--- config.mk ---
export PLATFORM = sky130hd
export DESIGN_NAME = instruction_cache
export DESIGN_NICKNAME = d
export VERILOG_FILES = /design/src/rtl/instruction_cache.sv
export SDC_FILE = /design/constraint.sdc
export NUM_CORES = 2
export LEC_CHECK = 0
export ABC_AREA = 1
export CAP_MARGIN = 10
export CORE_ASPECT_RATIO = 1.75
export CORE_MARGIN = 2
export CORE_UTILIZATION = 34
export CTS_CLUSTER_SIZE = 28
export DETAILED_ROUTE_END_ITERATION = 16
export GPL_TIMING_DRIVEN = 0
export MAX_ROUTING_LAYER = met4
export PLACE_DENSITY_LB_ADDON = 0.3
export SYNTH_ARGS = -nofsm -noshare
export SYNTH_HDL_FRONTEND = slang
export SYNTH_SLANG_ARGS = --single-unit
--- constraint.sdc ---
create_clock -name clock -period 25.5 [get_ports clock]
set_clock_uncertainty 0.2 [all_clocks]
set_input_delay 3.825 -clock clock [delete_from_list [all_inputs] [get_ports clock]]
set_output_delay 3.825 -clock clock [all_outputs]
set_load 0.05 [all_outputs]
--- src/rtl/instruction_cache.sv ---
// ---------------------------------------------------------------------------
// instruction_cache
//
// Direct-mapped, read-only instruction cache sitting between the fetch stage
// and InstructionMemory. Each line holds 128 bits (four 32-bit instructions).
// A hit is answered combinationally in the same cycle. A miss stalls fetch,
// drives the line address to InstructionMemory, waits MEM_WAIT clock edges
// and then captures the whole line.
//
// Parameters
//   NUM_LINES  number of cache lines (power of two, >= 2)
//   MEM_WAIT   edges from driving memoryAddress to capturing memoryData (>= 1)
//
// Ports
//   clock          rising-edge clock
//   reset          synchronous, active-high
//   cpuAddress     fetch byte address
//   cpuRead        fetch request valid
//   instruction    fetched word, zero unless hit
//   hit            request served this cycle
//   stall          fetch must hold cpuAddress and retry
//   memoryAddress  registered line address to InstructionMemory (low 4 bits 0)
//   memoryData     128-bit line from InstructionMemory, byte 0 at [7:0]
// ---------------------------------------------------------------------------
module instruction_cache #(
    parameter int NUM_LINES = 16,
    parameter int MEM_WAIT  = 5
) (
    input  logic         clock,
    input  logic         reset,
    input  logic [31:0]  cpuAddress,
    input  logic         cpuRead,
    output logic [31:0]  instruction,
    output logic         hit,
    output logic         stall,
    output logic [31:0]  memoryAddress,
    input  logic [127:0] memoryData
);

    localparam int IDX_W = $clog2(NUM_LINES);
    localparam int TAG_W = 32 - 4 - IDX_W;
    localparam int CNT_W = (MEM_WAIT > 1) ? $clog2(MEM_WAIT) : 1;
    localparam logic [CNT_W-1:0] LAST_WAIT = CNT_W'(MEM_WAIT - 1);

    typedef enum logic {
        IDLE,
        FILL
    } state_t;

    state_t             state;
    logic [CNT_W-1:0]   waitCount;
    logic [TAG_W-1:0]   missTag;
    logic [IDX_W-1:0]   missIndex;

    logic [NUM_LINES-1:0] validBits;
    logic [TAG_W-1:0]     tagMem  [NUM_LINES];
    logic [127:0]         dataMem [NUM_LINES];

    logic [1:0]         wordSel;
    logic [IDX_W-1:0]   cpuIndex;
    logic [TAG_W-1:0]   cpuTag;
    logic [127:0]       lineData;
    logic [31:0]        selectedWord;
    logic               lookupHit;
    logic               fillDone;
    logic               unusedByteOffset;

    // Address split: byte offset is irrelevant for word fetches.
    assign wordSel          = cpuAddress[3:2];
    assign cpuIndex         = cpuAddress[IDX_W+3:4];
    assign cpuTag           = cpuAddress[31:IDX_W+4];
    assign unusedByteOffset = ^cpuAddress[1:0];

    // Tag lookup and word extraction for the addressed line.
    assign lineData     = dataMem[cpuIndex];
    assign selectedWord = lineData[{wordSel, 5'b00000} +: 32];
    assign lookupHit    = validBits[cpuIndex] && (tagMem[cpuIndex] == cpuTag);

    // The fill finishes on the edge where the wait counter reaches its last value.
    assign fillDone = (state == FILL) && (waitCount == LAST_WAIT);

    // Outputs are forced quiet while reset is held, including mid-fill.
    always_comb begin
        hit         = 1'b0;
        stall       = 1'b0;
        instruction = 32'h0;
        if (!reset) begin
            if (state == IDLE) begin
                hit   = cpuRead && lookupHit;
                stall = cpuRead && !lookupHit;
            end else begin
                stall = 1'b1;
            end
            if (hit) begin
                instruction = selectedWord;
            end
        end
    end

    // Control FSM: IDLE serves hits and launches a fill on a miss; FILL
    // counts memory latency and then validates the latched line. The miss
    // tag/index are latched so address changes during FILL cannot redirect it.
    always_ff @(posedge clock) begin
        if (reset) begin
            state         <= IDLE;
            validBits     <= '0;
            waitCount     <= '0;
            memoryAddress <= 32'h0;
        end else begin
            case (state)
                IDLE: begin
                    if (cpuRead && !lookupHit) begin
                        missTag       <= cpuTag;
                        missIndex     <= cpuIndex;
                        memoryAddress <= {cpuTag, cpuIndex, 4'b0000};
                        waitCount     <= '0;
                        state         <= FILL;
                    end
                end
                FILL: begin
                    waitCount <= waitCount + 1'b1;
                    if (waitCount == LAST_WAIT) begin
                        validBits[missIndex] <= 1'b1;
                        state                <= IDLE;
                    end
                end
                default: state <= IDLE;
            endcase
        end
    end

    // Tag and data arrays carry no reset; the valid bits guard them. A fill
    // overwrites the indexed line whatever it held before.
    always_ff @(posedge clock) begin
        if (!reset && fillDone) begin
            tagMem[missIndex]  <= missTag;
            dataMem[missIndex] <= memoryData;
        end
    end

endmodule
==> summary.md <==
| Metric | Value |
|---|---|
| Synth area leader | edfxtp_1 |
| Clock tree from TritonCTS | yes |
| Mapped Cells | 7431 |
| CTS max path bufs | 4 |
| Vias per cell | 5.83 |
| Unique cell type count in the Yosys netlist | 35 |
| Vias in the first global route | 69.0k |
| Finish-stage setup viols | 0 |
| Worst hold-check path type | flop to flop |
| Layout fillers | 27.1k |
| Via Count | 70.8k |
| Gr busiest metal | met2 |
| Startpoint Class | primary input |
| Slew margin rel. | 1.76% |
| WL final | 420 mm |
| Reg clk slew, reported paths | 0.06 ns |
| Dominant synthesized flop cell | edfxtp_1 |
| Worst-Skew Late Latency | 0.94 ns |
| Dpl hpwl | 299 mm |
| Mapped Area | 0.0991 mm² |
| Net count, final | 8219 |
| Pins Over Slew Limit | 0 |
| Asr flop ratio synth | 0% |
| Peak supply drop | 0.0000554 V |
| Yosys warns | 0 |
| Setup Total Neg Slack | 0 ns |
| DR pass1 iterations | 9 |
| DIE WIDTH | 412 µm |
| Family with the most delay on the worst path | buffers and inverters |
| Critical Path RT | 21.48 ns |
| I/O pin total | 229 |
| Fmax | 67.8 MHz |
| Global-route wire length before repair | 563 mm |
| Flop pwr share | 51.3% |
| Synth Register Bits | 2508 |
| Mapped Avg Cell Area | 13.3 µm² |
| Clock power share | 41.0% |
| Starting Density | 34.1% |
| Global route total overflow | 0 |
| Status | finished, final reports clean |
| Post-route ant nets | 0 |
| GR Util met1 | 29.5% |
| Worst Setup Path Type | primary input to output port |
| Sequential share of the synthesized area | 75.5% |
| Leak | 0.0386 µW |
| CTS buffer count | 235 |
| Die area | 0.296 mm² |
| Top cell by count, worst path | nand2_1 |
| Wire per inst | 34.6 µm |
| Hold_buf cts | 0 |
| Core area | 0.290 mm² |
| CP max FO | 10 |
| Max Cap Violations | 0 |
| Area Overhead vs Synth | 18.5% |
| CTS Root Cell | clkbuf_16 |
| Number of synthesized flops with an enable pin | 2460 |
| Pint | 6690 µW |
| Synth top area share | 74.6% |
| Met3 Use GR | 5.56% |
| Total clock sinks | 2508 |
| Port Buffers | 220 |
| Worst-Margin Slew | 1.47 ns |
| Unrepaired setup endpoints after global routing | no |
| Layout cell share with drive strength beyond 1 | 9.37% |
| Max incr delay on CP | 1.14 ns |
| Setup slack, reg-to-reg | 21.16 ns |
| Largest cells by area after synthesis | edfxtp_1 (75%), nand2_1 (5.6%), a21oi_1 (2.7%), o21ai_0 (2.6%), nor2_1 (2.3%) |
| Final min period | 14.75 ns |
| DRC | 0 |
| Setup crit end kind | output port |
| CP max stage cell | clkbuf_1 |
| Met2 usage | 46.6% |
| Die span in y | 718 µm |
| Worst Path Arrival | 10.72 ns |
| PD cells | 75.4 mW/mm² |
| Post-CTS sizing | 0 |
| Maximum level of the CTS H-tree | 4 |
| Worst-path cell chain | clkdlybuf4s50_1, buf_4, buf_2, buf_2, clkbuf_1, clkbuf_1, o21ai_0, o221ai_1, nand2_1, nand2_1, o211ai_1, nand3_1, nand2_1, nor2_1, clkdlybuf4s50_1 |
| Rows | 262 |
| Drt initial violations | 9321 |
| Setup Fix Bufs, Post-CTS | 0 |
| Worst Hold Slack | 0.282 ns |
| Crit share post-route | 57.8% |
| Initial antenna violation count | 81 |
| Pin count of the biggest net entering global routing | 27 |
| Net Switching | 2160 µW |
| Final hold violations | 0 |
| RePlAce Congestion | 0.957 |
| Storage cell area | 0.0748 mm² |
| Sw frac | 24.4% |
| Multi-input gate area | 0.0213 mm² |
| Combinational share of power | 7.7% |
| Total GRT Usage | 28.4% |
| Buf+Inv Stages, Crit Path | 7 |
==> cell usage in the layout (no fill, tap or decap), types with 14 or more instances in the layout <==
cell / Yosys / layout
buf_8: 0 / 14
a221o_1: 32 / 32
diode_2: 0 / 74
o21ai_1: 29 / 29
clkinv_1: 1 / 43
o221ai_1: 192 / 192
a21oi_1: 538 / 538
a221oi_1: 160 / 160
buf_1: 39 / 38
clkinv_2: 0 / 44
buf_16: 0 / 28
nor2_1: 620 / 603
buf_6: 20 / 22
a32o_1: 108 / 108
buf_2: 188 / 194
buf_12: 0 / 111
o311ai_0: 38 / 33
nor2_4: 0 / 17
inv_1: 135 / 135
clkbuf_16: 0 / 235
edfxtp_1: 2460 / 2460
clkbuf_1: 278 / 312
clkdlybuf4s50_1: 0 / 220
bufinv_16: 0 / 30
nand3_1: 353 / 353
o21ai_0: 507 / 507
dfxtp_1: 48 / 48
a311o_1: 20 / 20
nand2_1: 1484 / 1484
buf_4: 22 / 25
o211ai_1: 122 / 122
==> metal layers <==
layer,vias to the layer above,wire length [µm],part of all wire (%)
met4,0,41700,9.9
met3,1495,37300,8.9
met5,-,0,0
met1,35328,136000,32
met2,4839,205000,49
li1,29164,-,-
==> kinds of logic after synthesis <==
family	share of synthesized area, %
flip-flops	75.5
AND/OR/NAND/NOR	9.90
AO/OA/AOI/OAI	11.5
buffers and inverters	3.08
adder cells (fa/ha/maj)	0.0253
other	0.00378
==> power by group through the flow <==
stage / Clock (µW) / Sequential, µW / Combinational [µW]
2_1_floorplan: 0 / 4630 / 269
3_3_place_gp: 0 / 4620 / 639
3_5_place_dp: 0 / 4620 / 656
4_1_cts: 3650 / 4530 / 658
5_1_grt: 3780 / 4530 / 693
6_report: 3630 / 4530 / 682
==> area by class of cell <==
type / instances / share of cell area, %
diodes: 74 / 0.158
multi-input cells: 4239 / 18.2
clock buffers: 279 / 5.16
repair buffers: 383 / 4.66
inverters: 140 / 0.450
clock inverters: 146 / 1.39
plain buffers: 547 / 2.16
flip-flops and latches: 2508 / 63.8
well taps: 3828 / 4.08
==> synth_stat cells (5+ instances only) <==
| library cell | instances |
|---|---|
| inv_1 | 135 |
| buf_2 | 188 |
| buf_6 | 20 |
| o311ai_0 | 38 |
| o21ai_0 | 507 |
| dfxtp_1 | 48 |
| a221oi_1 | 160 |
| clkbuf_1 | 278 |
| or2_2 | 5 |
| nand2_1 | 1484 |
| a21oi_1 | 538 |
| nor2_1 | 620 |
| o211ai_1 | 122 |
| edfxtp_1 | 2460 |
| nand3_1 | 353 |
| o22ai_1 | 8 |
| o221ai_1 | 192 |
| buf_4 | 22 |
| o21ai_1 | 29 |
| nand4_1 | 5 |
| a221o_1 | 32 |
| buf_1 | 39 |
| a311o_1 | 20 |
| a32o_1 | 108 |
==> worst paths after layout <==
kind	cells past startpoint	startpoint	to
setup reg to reg	8	state	dataMem[8][40]
hold reg to reg	2	validBits[4]	validBits[4]
hold / removal	2	validBits[4]	validBits[4]
setup / recovery	15	cpuAddress[5]	instruction[21]
==> worst reg2reg max path, cell delays in order (launching register included) <==
cell and delay [ns]:
dfxtp_1 0.43, inv_1 0.16, nor4_1 0.64, nand3_1 0.62, nor2_4 0.92, buf_12 0.29
buf_12 0.25, buf_12 0.24, buf_12 0.26
==> stage by stage <==
stage	power, µW	utilization [%]	area [µm²]	std cells	setup slack (ns)
floorplan	4900	-	99100	7434	13.52
global placement	5260	36.5	106000	11482	3.63
detailed placement	5280	37.7	109000	11641	11.23
CTS	8840	40.3	117000	12066	11.22
global route	9010	40.4	117000	12124	11.02
finish	8850	40.4	117000	12144	10.75
==> registers in the layout (all words and copies together), names as in the netlist <==
signal	cells
dataMem	2048
missIndex	4
validBits	16
memoryAddress	28
tagMem	384
state	1
waitCount	3
missTag	24
No activity file was read; power rests on OpenSTA's default activity.
